`config.mk`:
```
export PLATFORM = sky130hd
export DESIGN_NAME = ahb3lite_gpio
export DESIGN_NICKNAME = d
export VERILOG_FILES = /design/src/rtl/gpio_pkg.sv /design/src/rtl/gpio_sync_edge.sv /design/src/rtl/ahb3lite_gpio.sv
export SDC_FILE = /design/constraint.sdc
export NUM_CORES = 1
export LEC_CHECK = 0
export CAP_MARGIN = 5
export CELL_PAD_IN_SITES_DETAIL_PLACEMENT = 1
export CELL_PAD_IN_SITES_GLOBAL_PLACEMENT = 1
export CORE_MARGIN = 10
export CORE_UTILIZATION = 33
export CTS_BUF_LIST = sky130_fd_sc_hd__clkbuf_16
export CTS_CLUSTER_DIAMETER = 80
export CTS_CLUSTER_SIZE = 12
export DETAILED_ROUTE_END_ITERATION = 12
export GPL_TIMING_DRIVEN = 0
export PLACE_DENSITY_LB_ADDON = 0.1
export SLEW_MARGIN = 20
export SYNTH_ARGS = -nofsm -noshare
export SYNTH_HDL_FRONTEND = slang
export SYNTH_SLANG_ARGS = --single-unit
```
`constraint.sdc`:
```
create_clock -name CLK -period 2.49 [get_ports CLK]
set_clock_uncertainty 0.15 [all_clocks]
set_input_delay 0.6225 -clock CLK [delete_from_list [all_inputs] [get_ports CLK]]
set_output_delay 0.6225 -clock CLK [all_outputs]
set_load 0.01 [all_outputs]
```
`src/rtl/gpio_pkg.sv`:
```
// Shared register map and address-phase types for the AHB3-Lite GPIO block.
package gpio_pkg;

  localparam logic [3:0] GPIO_DOUT    = 4'h0;
  localparam logic [3:0] GPIO_DIN     = 4'h1;
  localparam logic [3:0] GPIO_DIR     = 4'h2;
  localparam logic [3:0] GPIO_SET     = 4'h3;
  localparam logic [3:0] GPIO_CLR     = 4'h4;
  localparam logic [3:0] GPIO_RISE_EN = 4'h5;
  localparam logic [3:0] GPIO_FALL_EN = 4'h6;
  localparam logic [3:0] GPIO_STATUS  = 4'h7;

  typedef enum logic [3:0] {
    REG_DOUT    = GPIO_DOUT,
    REG_DIN     = GPIO_DIN,
    REG_DIR     = GPIO_DIR,
    REG_SET     = GPIO_SET,
    REG_CLR     = GPIO_CLR,
    REG_RISE_EN = GPIO_RISE_EN,
    REG_FALL_EN = GPIO_FALL_EN,
    REG_STATUS  = GPIO_STATUS
  } gpio_reg_e;

  typedef struct packed {
    logic [3:0] idx;
    logic       write;
    logic       valid;
  } gpio_aphase_t;

endpackage

```
`src/rtl/gpio_sync_edge.sv`:
```
// Multi-stage input synchronizer with a trailing "prev" flop for edge detection.
module gpio_sync_edge #(
  parameter int unsigned WIDTH       = 8,
  parameter int unsigned SYNC_STAGES = 2
) (
  input  logic             clk,
  input  logic             rst_n,
  input  logic [WIDTH-1:0] async_in,
  output logic [WIDTH-1:0] sync,
  output logic [WIDTH-1:0] rise,
  output logic [WIDTH-1:0] fall
);

  logic [WIDTH-1:0] stage_q [SYNC_STAGES];
  logic [WIDTH-1:0] prev_q;

  always_ff @(posedge clk or negedge rst_n) begin
    if (!rst_n) begin
      for (int unsigned i = 0; i < SYNC_STAGES; i++) stage_q[i] <= '0;
      prev_q <= '0;
    end else begin
      stage_q[0] <= async_in;
      for (int unsigned i = 1; i < SYNC_STAGES; i++) stage_q[i] <= stage_q[i-1];
      prev_q <= stage_q[SYNC_STAGES-1];
    end
  end

  assign sync = stage_q[SYNC_STAGES-1];
  assign rise = sync & ~prev_q;
  assign fall = ~sync & prev_q;

endmodule

```
`src/rtl/ahb3lite_gpio.sv`:
```
// AHB3-Lite GPIO slave: output/direction regs, atomic set/clear, synchronized
// inputs and per-bit edge capture into a level IRQ.
module ahb3lite_gpio
  import gpio_pkg::*;
#(
  parameter int unsigned WIDTH       = 8,
  parameter int unsigned SYNC_STAGES = 2
) (
  input  logic             CLK,
  input  logic             PORESETn,
  input  logic             HSEL,
  input  logic [31:0]      HADDR,
  input  logic [1:0]       HTRANS,
  input  logic             HWRITE,
  input  logic [2:0]       HSIZE,
  input  logic [31:0]      HWDATA,
  input  logic             HREADY,
  output logic [31:0]      HRDATA,
  output logic             HREADYOUT,
  output logic             HRESP,
  input  logic [WIDTH-1:0] GPIO_I,
  output logic [WIDTH-1:0] GPIO_O,
  output logic [WIDTH-1:0] GPIO_OE,
  output logic             IRQ
);

  gpio_aphase_t     ap;
  logic [WIDTH-1:0] dout_q, oe_q, rise_en_q, fall_en_q, status_q;
  logic [WIDTH-1:0] din, rise, fall, wdata, w1c;
  logic             wr_en;
  logic             unused_ok;

  assign unused_ok = ^{HSIZE, HADDR[31:6], HADDR[1:0], HTRANS[0], HWDATA};

  gpio_sync_edge #(
    .WIDTH       (WIDTH),
    .SYNC_STAGES (SYNC_STAGES)
  ) u_sync_edge (
    .clk      (CLK),
    .rst_n    (PORESETn),
    .async_in (GPIO_I),
    .sync     (din),
    .rise     (rise),
    .fall     (fall)
  );

  always_ff @(posedge CLK or negedge PORESETn) begin
    if (!PORESETn) begin
      ap <= '0;
    end else begin
      ap.valid <= HSEL & HREADY & HTRANS[1];
      if (HSEL & HREADY & HTRANS[1]) begin
        ap.idx   <= HADDR[5:2];
        ap.write <= HWRITE;
      end
    end
  end

  assign wr_en = ap.valid & ap.write;
  assign wdata = HWDATA[WIDTH-1:0];
  assign w1c   = (wr_en && ap.idx == REG_STATUS) ? wdata : '0;

  always_ff @(posedge CLK or negedge PORESETn) begin
    if (!PORESETn) begin
      dout_q    <= '0;
      oe_q      <= '0;
      rise_en_q <= '0;
      fall_en_q <= '0;
    end else if (wr_en) begin
      case (ap.idx)
        REG_DOUT:    dout_q    <= wdata;
        REG_DIR:     oe_q      <= wdata;
        REG_SET:     dout_q    <= dout_q | wdata;
        REG_CLR:     dout_q    <= dout_q & ~wdata;
        REG_RISE_EN: rise_en_q <= wdata;
        REG_FALL_EN: fall_en_q <= wdata;
        default: ;
      endcase
    end
  end

  // A fresh enabled edge outranks a simultaneous W1C of the same bit.
  always_ff @(posedge CLK or negedge PORESETn) begin
    if (!PORESETn) status_q <= '0;
    else           status_q <= (status_q & ~w1c) | (rise & rise_en_q) | (fall & fall_en_q);
  end

  always_comb begin
    HRDATA = '0;
    if (ap.valid && !ap.write) begin
      case (ap.idx)
        REG_DOUT:    HRDATA[WIDTH-1:0] = dout_q;
        REG_DIN:     HRDATA[WIDTH-1:0] = din;
        REG_DIR:     HRDATA[WIDTH-1:0] = oe_q;
        REG_RISE_EN: HRDATA[WIDTH-1:0] = rise_en_q;
        REG_FALL_EN: HRDATA[WIDTH-1:0] = fall_en_q;
        REG_STATUS:  HRDATA[WIDTH-1:0] = status_q;
        default: ;
      endcase
    end
  end

  assign GPIO_O    = dout_q;
  assign GPIO_OE   = oe_q;
  assign IRQ       = |status_q;
  assign HREADYOUT = 1'b1;
  assign HRESP     = 1'b0;

endmodule

```
==> run summary, run 1 <==
post-synthesis async set-or-reset flop share: 1.00
outcome: complete, but fails checks
DRT Wirelength: 10.7 mm
clock insertion delay at the later pin of the skew report: 0.33 ns
Worst R2R End: rise_en_q[6]
largest incremental delay on the critical path: 0.55 ns
proportion of power drawn by the clock network: 0.320
DP Wirelength: 7.33 mm
critical path class: reg2out
number of flip-flops and latches in the synthesized netlist: 70
Final Max Tran Viols: 0
number of top-level pins: 133
vias in the first global route: 2898
relative contribution of sequential cells to total power: 0.393
post-layout min period: 2.81 ns
clock buffer depth: 2
number of instances in the synthesized netlist: 302
maximum fanout count along the critical path: 7
Inserted Clock Buffers: 9
CTS tree: done
critical path required time: 1.72 ns
type of the tightest min-delay check: in2async
fraction of final layout cells sized beyond drive strength 1: 0.315
synthesized area per cell: 11.3 um^2
number of setup violations in the final report: 8
violated checks: negative setup slack
portion of the post-synthesis area used by sequential elements: 0.512
main flop type after synthesis: dfrtp_1
hold violation total from the final report: 0
number of nets with antenna violations after routing: 0
height of the die: 122 um
antenna cell count: 0
Worst R2R Start: ap[4]
Internal Dissipation: 2.64 mW
relative slew slack: 0.304
global routing usage summed across all routing layers: 0.149
Std-Cell Core Area: 0.0102 mm^2
initial drt markers: 101
Crit. End Element: output port
Synth warnings: 0
count of unique library cells instantiated by Yosys: 44
count of filler cells inserted in the layout: 1116
Die Outline Area: 0.0148 mm^2
largest cells by area after synthesis: dfrtp_1 (51%), mux2_2 (11%), buf_4 (5.9%), nand2_1 (2.7%), nand3b_1 (2.2%)
average wire per cell in the routed design: 20.0 um
H-tree depth reported by CTS: 3
fin worst setup slack: -0.318 ns
final worst hold slack: 0.0408 ns
die width: 122 um
switching share of power: 0.309
count of vias placed by the detailed router: 2688
worst-case vdd ir drop: 0.329 mV
global-route wire length before repair: 17.0 mm
initial cell density of the core: 0.334
buffer type at the clock tree root: clkbuf_16
layout-stage area growth over the synthesis result: 39.3%
element type at the critical path start: flop
CTS clock-pin slew for the worst setup and hold paths: 0.06 ns
Placer Congestion: 0.836
port buffer count: 50
combinational fraction of design power: 0.287
number of placement rows: 37
Vias per Instance: 5.01
number of violations of the max-capacitance limit: 0
critical path cell sequence: nand2b_1 > or4_4 > buf_12 > a31oi_4 > buf_6
Post-Syn Area: 0.00342 mm^2
maximum number of pins on one net before global-route repair: 47
clock sink total: 70
first-pass detailed-route iteration total: 4
biggest area consumer among synthesized cells: dfrtp_1
power per cell area: 803 mW/mm^2
master of the slowest instance on the critical path: or4_4
Leakage: 2.08 nW
RSZ-0062 raised after global routing: true
fraction of post-synthesis cell area in the top cell type by area: 0.512
number of buffers inserted for hold repair after clock tree synthesis: 0
commonest cells in the netlist: dfrtp_1 (70), mux2_2 (34), buf_4 (27), nand2_1 (25), inv_1 (18)
fmax: 0.356 GHz
Overflow after GRT: 0
antenna violations before repair: 0
worst-margin pin slew: 1.04 ns
register-to-register setup slack: 0.01 ns
number of remaining DRC errors: 0
total power of the final layout: 3.83 mW
number of flops mapped to enable cells by yosys: 0
Worst R2R Path Depth: 5
final critical-path share of the clock period: 1.13
nets: 477
cell with the most instances after synthesis: dfrtp_1
switching component of the power: 1.18 mW
CP Data Arrival Time: 2.04 ns
worst max-delay path by stage:
stage | cells after the start | slack (ns) | from | to
detailed placement | 5 | -0.66 | ap[2] | HRDATA[4]
finish | 5 | -0.32 | ap[1] | HRDATA[3]
floorplan | 4 | 0.16 | ap[3] | HRDATA[4]
global route | 6 | -0.37 | ap[4] | HRDATA[1]
global placement | 1 | -1.85 | PORESETn | u_sync_edge.prev_q[5]
CTS | 6 | -0.31 | ap[4] | HRDATA[1]
through the flow:
stage / cells / TNS, ns / worst slack [ns] / area [um^2] / util
floorplan: 326 / 0 / 0.158 / 3510 / -
global placement: 512 / -133.31 / -1.85 / 4180 / 0.409
detailed placement: 513 / -4.41 / -0.659 / 4210 / 0.411
CTS: 534 / -2.37 / -0.307 / 4700 / 0.460
global route: 536 / -3.35 / -0.373 / 4770 / 0.466
finish: 536 / -2.29 / -0.318 / 4770 / 0.466
power by group through the flow:
stage | clock network [mW] | logic (mW) | registers [mW]
floorplan | 0 | 0.517 | 1.49
global placement | 0 | 0.942 | 1.51
detailed placement | 0 | 0.964 | 1.52
CTS | 1.25 | 1.07 | 1.50
global route | 1.29 | 1.19 | 1.53
finish | 1.22 | 1.10 | 1.50
timing repair:
item	CTS	global route
gates resized for setup	75	9
pin swaps	2	3
setup endpoints to repair	9	8
buffers inserted	5	2
cell type report:
cell class                      count  area (um^2)  area share
Clock inverter                      7         56.3      0.0118
Buffer                             39          304      0.0638
Inverter                           18         67.6      0.0142
Clock buffer                        9          225      0.0473
Multi-Input combinational cell    199         1610       0.338
Sequential cell                    70         1750       0.368
Timing Repair Buffer               58          578       0.121
Tap cell                          136          170      0.0357
cells in the final DEF (no fill, tap or decap), types with 4 or more instances in the layout:
master / instances
buf_6: 9
buf_4: 35
mux2i_1: 6
and3_1: 5
inv_1: 19
o31ai_1: 8
conb_1: 26
o221ai_1: 8
buf_2: 7
clkinv_1: 4
mux2_2: 34
clkdlybuf4s50_1: 40
nor3b_1: 5
o211ai_1: 10
nand2b_1: 6
nand2_1: 24
or3_1: 5
clkbuf_16: 9
a31oi_4: 6
nand3_1: 12
nand3b_1: 10
dfrtp_1: 70
sequential cells by signal, summed over array words and instances, names as in the netlist:
signal,count
GPIO_OE,8
GPIO_O,8
fall_en_q,8
rise_en_q,8
status_q,8
u_sync_edge.prev_q,8
u_sync_edge.stage_q,8
u_sync_edge.sync,8
ap,6
cells by family after synthesis:
| group | count (synthesis) | share of synthesized area |
|---|---|---|
| AND/OR/NAND/NOR | 87 | 0.150 |
| flip-flops | 70 | 0.512 |
| buffers and inverters | 57 | 0.0958 |
| AO/OA/AOI/OAI | 43 | 0.0951 |
| multiplexers | 42 | 0.143 |
| other | 2 | 0.00219 |
| XOR/XNOR | 1 | 0.00256 |
worst max-delay path, delay by kind of cell (launching register included):
kind / cells / cell delay, ns
flip-flops: 1 / 0.43
AO/OA/AOI/OAI: 1 / 0.18
buffers and inverters: 2 / 0.30
AND/OR/NAND/NOR: 2 / 0.78
per-layer routing:
layer  global-route usage  share of wire
met4               0.0686          0.022
met5                    0              0
met3               0.0365          0.075
met1                0.191           0.43
met2                0.231           0.47
Power figures use the tool's default switching activity.
==> run 2: changes to the inputs <==
--- a/constraint.sdc
+++ b/constraint.sdc
@@ -4,2 +4,2 @@
 set_output_delay 0.6225 -clock CLK [all_outputs]
-set_load 0.01 [all_outputs]
+set_load 0.05 [all_outputs]
==> run 2 against run 1 <==
Effect of this change: maximum frequency decreased by 1.4%; flip-flop and latch count unchanged; clock-buffer cell count unchanged; the run still ends with negative setup slack left; highest routed layer unchanged; non-clock buffer count unchanged; setup slack got worse by 0.039 ns; hold slack got worse by 0.010 ns; combinational power increased by 30%; global-route usage decreased by 0.14 points; final cell count unchanged.
==> run summary, run 2 (synthesis results as in run 1) <==
Leakage: 2.09 nW (was 2.08 nW)
fraction of final layout cells sized beyond drive strength 1: 0.330 (was 0.315)
most used cells in the layout excluding fill and tap cells: dfrtp_1 (67), clkdlybuf4s50_1 (40), buf_4 (35) (was dfrtp_1 (70), clkdlybuf4s50_1 (40), buf_4 (35))
number of cells in the design after placement: 513 (unchanged)
CTS clock-pin slew for the worst setup and hold paths: 0.06 ns (about the same)
initial drt markers: 139 (was 101)
Worst R2R Start: ap[5] (was ap[4])
number of remaining DRC errors: 0 (unchanged)
element type at the critical path start: flop (unchanged)
die width: 122 um (unchanged)
critical path required time: 1.72 ns (about the same)
Worst R2R Path Depth: 3 (was 5)
number of placement rows: 37 (unchanged)
first-pass detailed-route iteration total: 4 (unchanged)
clock insertion delay at the later pin of the skew report: 0.34 ns (was 0.33 ns)
average wire per cell in the routed design: 19.9 um (was 20.0 um)
number of nets with antenna violations after routing: 0 (unchanged)
number of violations of the max-capacitance limit: 0 (unchanged)
number of top-level pins: 133 (unchanged)
initial cell density of the core: 0.334 (unchanged)
DP Wirelength: 7.38 mm (was 7.33 mm)
relative slew slack: 0.272 (was 0.304)
worst-case vdd ir drop: 0.456 mV (was 0.329 mV)
CTS tree: done (unchanged)
Final Max Tran Viols: 0 (unchanged)
maximum fanout count along the critical path: 9 (was 7)
Place WS: -0.879 ns (was -0.659 ns)
port buffer count: 50 (unchanged)
Placer Congestion: 0.826 (was 0.836)
buffer type at the clock tree root: clkbuf_16 (unchanged)
layout-stage area growth over the synthesis result: 40.4% (was 39.3%)
maximum number of pins on one net before global-route repair: 49 (was 47)
outcome: complete, but fails checks (unchanged)
fin worst setup slack: -0.357 ns (was -0.318 ns)
Worst R2R End: rise_en_q[0] (was rise_en_q[6])
global routing usage summed across all routing layers: 0.147 (was 0.149)
global-route wire length before repair: 16.6 mm (was 17.0 mm)
number of buffers inserted for hold repair after clock tree synthesis: 0 (unchanged)
nets: 477 (unchanged)
vias in the first global route: 2784 (was 2898)
hold violation total from the final report: 0 (unchanged)
Std-Cell Core Area: 0.0102 mm^2 (unchanged)
fmax: 0.351 GHz (was 0.356 GHz)
worst-margin pin slew: 1.08 ns (was 1.04 ns)
height of the die: 122 um (unchanged)
most common cell after layout, fill and taps aside: dfrtp_1 (unchanged)
Crit. End Element: output port (unchanged)
final critical-path share of the clock period: 1.14 (was 1.13)
antenna cell count: 0 (unchanged)
type of the tightest min-delay check: in2async (unchanged)
DRT Wirelength: 10.7 mm (about the same)
Inserted Clock Buffers: 9 (unchanged)
Vias per Instance: 4.94 (was 5.01)
post-layout min period: 2.85 ns (was 2.81 ns)
count of vias placed by the detailed router: 2646 (was 2688)
H-tree depth reported by CTS: 3 (unchanged)
number of setup violations in the final report: 8 (unchanged)
violated checks: negative setup slack (unchanged)
Die Outline Area: 0.0148 mm^2 (unchanged)
fin cells: 536 (unchanged)
clock sink total: 70 (unchanged)
clock buffer depth: 2 (unchanged)
CP Data Arrival Time: 2.07 ns (was 2.04 ns)
RSZ-0062 raised after global routing: true (unchanged)
antenna violations before repair: 0 (unchanged)
register-to-register setup slack: 0.09 ns (was 0.01 ns)
critical path class: reg2out (unchanged)
power per cell area: 899 mW/mm^2 (was 803 mW/mm^2)
Overflow after GRT: 0 (unchanged)
total power of the final layout: 4.32 mW (was 3.83 mW)
-- run 2: cell count changes in the layout (fill, tap and decap cells not counted), sizes merged --
cell / before / now
clkinvlp: 1 / 2
bufinv: 1 / 2
clkinv: 4 / 2
-- run 2: how the worst max path moves through the flow --
stage / start / to / slack [ns]
3_5_place_dp: ap[2] / HRDATA[4] / -0.88
3_3_place_gp: PORESETn / GPIO_O[4] / -2.14
6_report: ap[3] / HRDATA[3] / -0.36
4_1_cts: ap[3] / HRDATA[3] / -0.35
2_1_floorplan: ap[3] / HRDATA[4] / -0.01
5_1_grt: ap[3] / HRDATA[3] / -0.40
-- run 2: layout make-up --
class	count	area, um^2
multi-input cells	199	1590
well taps	136	170
fillers	1116	5430
flip-flops and latches	70	1760
repair buffers	58	587
clock buffers	9	225
inverters	18	67.6
plain buffers	39	308
clock inverters	7	97.6
-- run 2: repair_timing --
| action | 4_1_cts | 5_1_grt |
|---|---|---|
| setup buffers | 3 | 4 |
| resized for setup | 74 | 2 |
| setup endpoints to repair | 9 | 8 |
-- run 2: metrics by stage --
stage           util  instance area [um^2]  hold WS, ns  setup TNS [ns]
3_5_place_dp   0.425                  4350        0.186           -5.70
5_1_grt        0.469                  4800       0.0600           -2.99
2_1_floorplan      -                  3650        0.177         -0.0144
4_1_cts        0.466                  4770       0.0359           -2.67
3_3_place_gp   0.423                  4320        0.182         -136.34
6_report       0.469                  4800       0.0308           -2.60
-- run 2: power by group --
group          switching [mW]  internal, mW
combinational           0.871         0.559
clock                   0.508         0.880
sequential              0.178          1.32
-- run 2: per-layer routing --
| layer | wire [um] | track usage | vias to the layer above |
|---|---|---|---|
| li1 | - | - | 1227 |
| met5 | 0 | 0 | - |
| met2 | 5150 | 0.235 | 80 |
| met4 | 112 | 0.0551 | 0 |
| met3 | 843 | 0.0407 | 9 |
| met1 | 4550 | 0.187 | 1330 |
-- run 2: critical path, stage by stage (launching register included) --
cell and delay (ns):
dfrtp_1 0.40, buf_6 0.15, and3b_1 0.19, or4_4 0.43, clkbuf_16 0.20, a31oi_4 0.17, buf_6 0.18
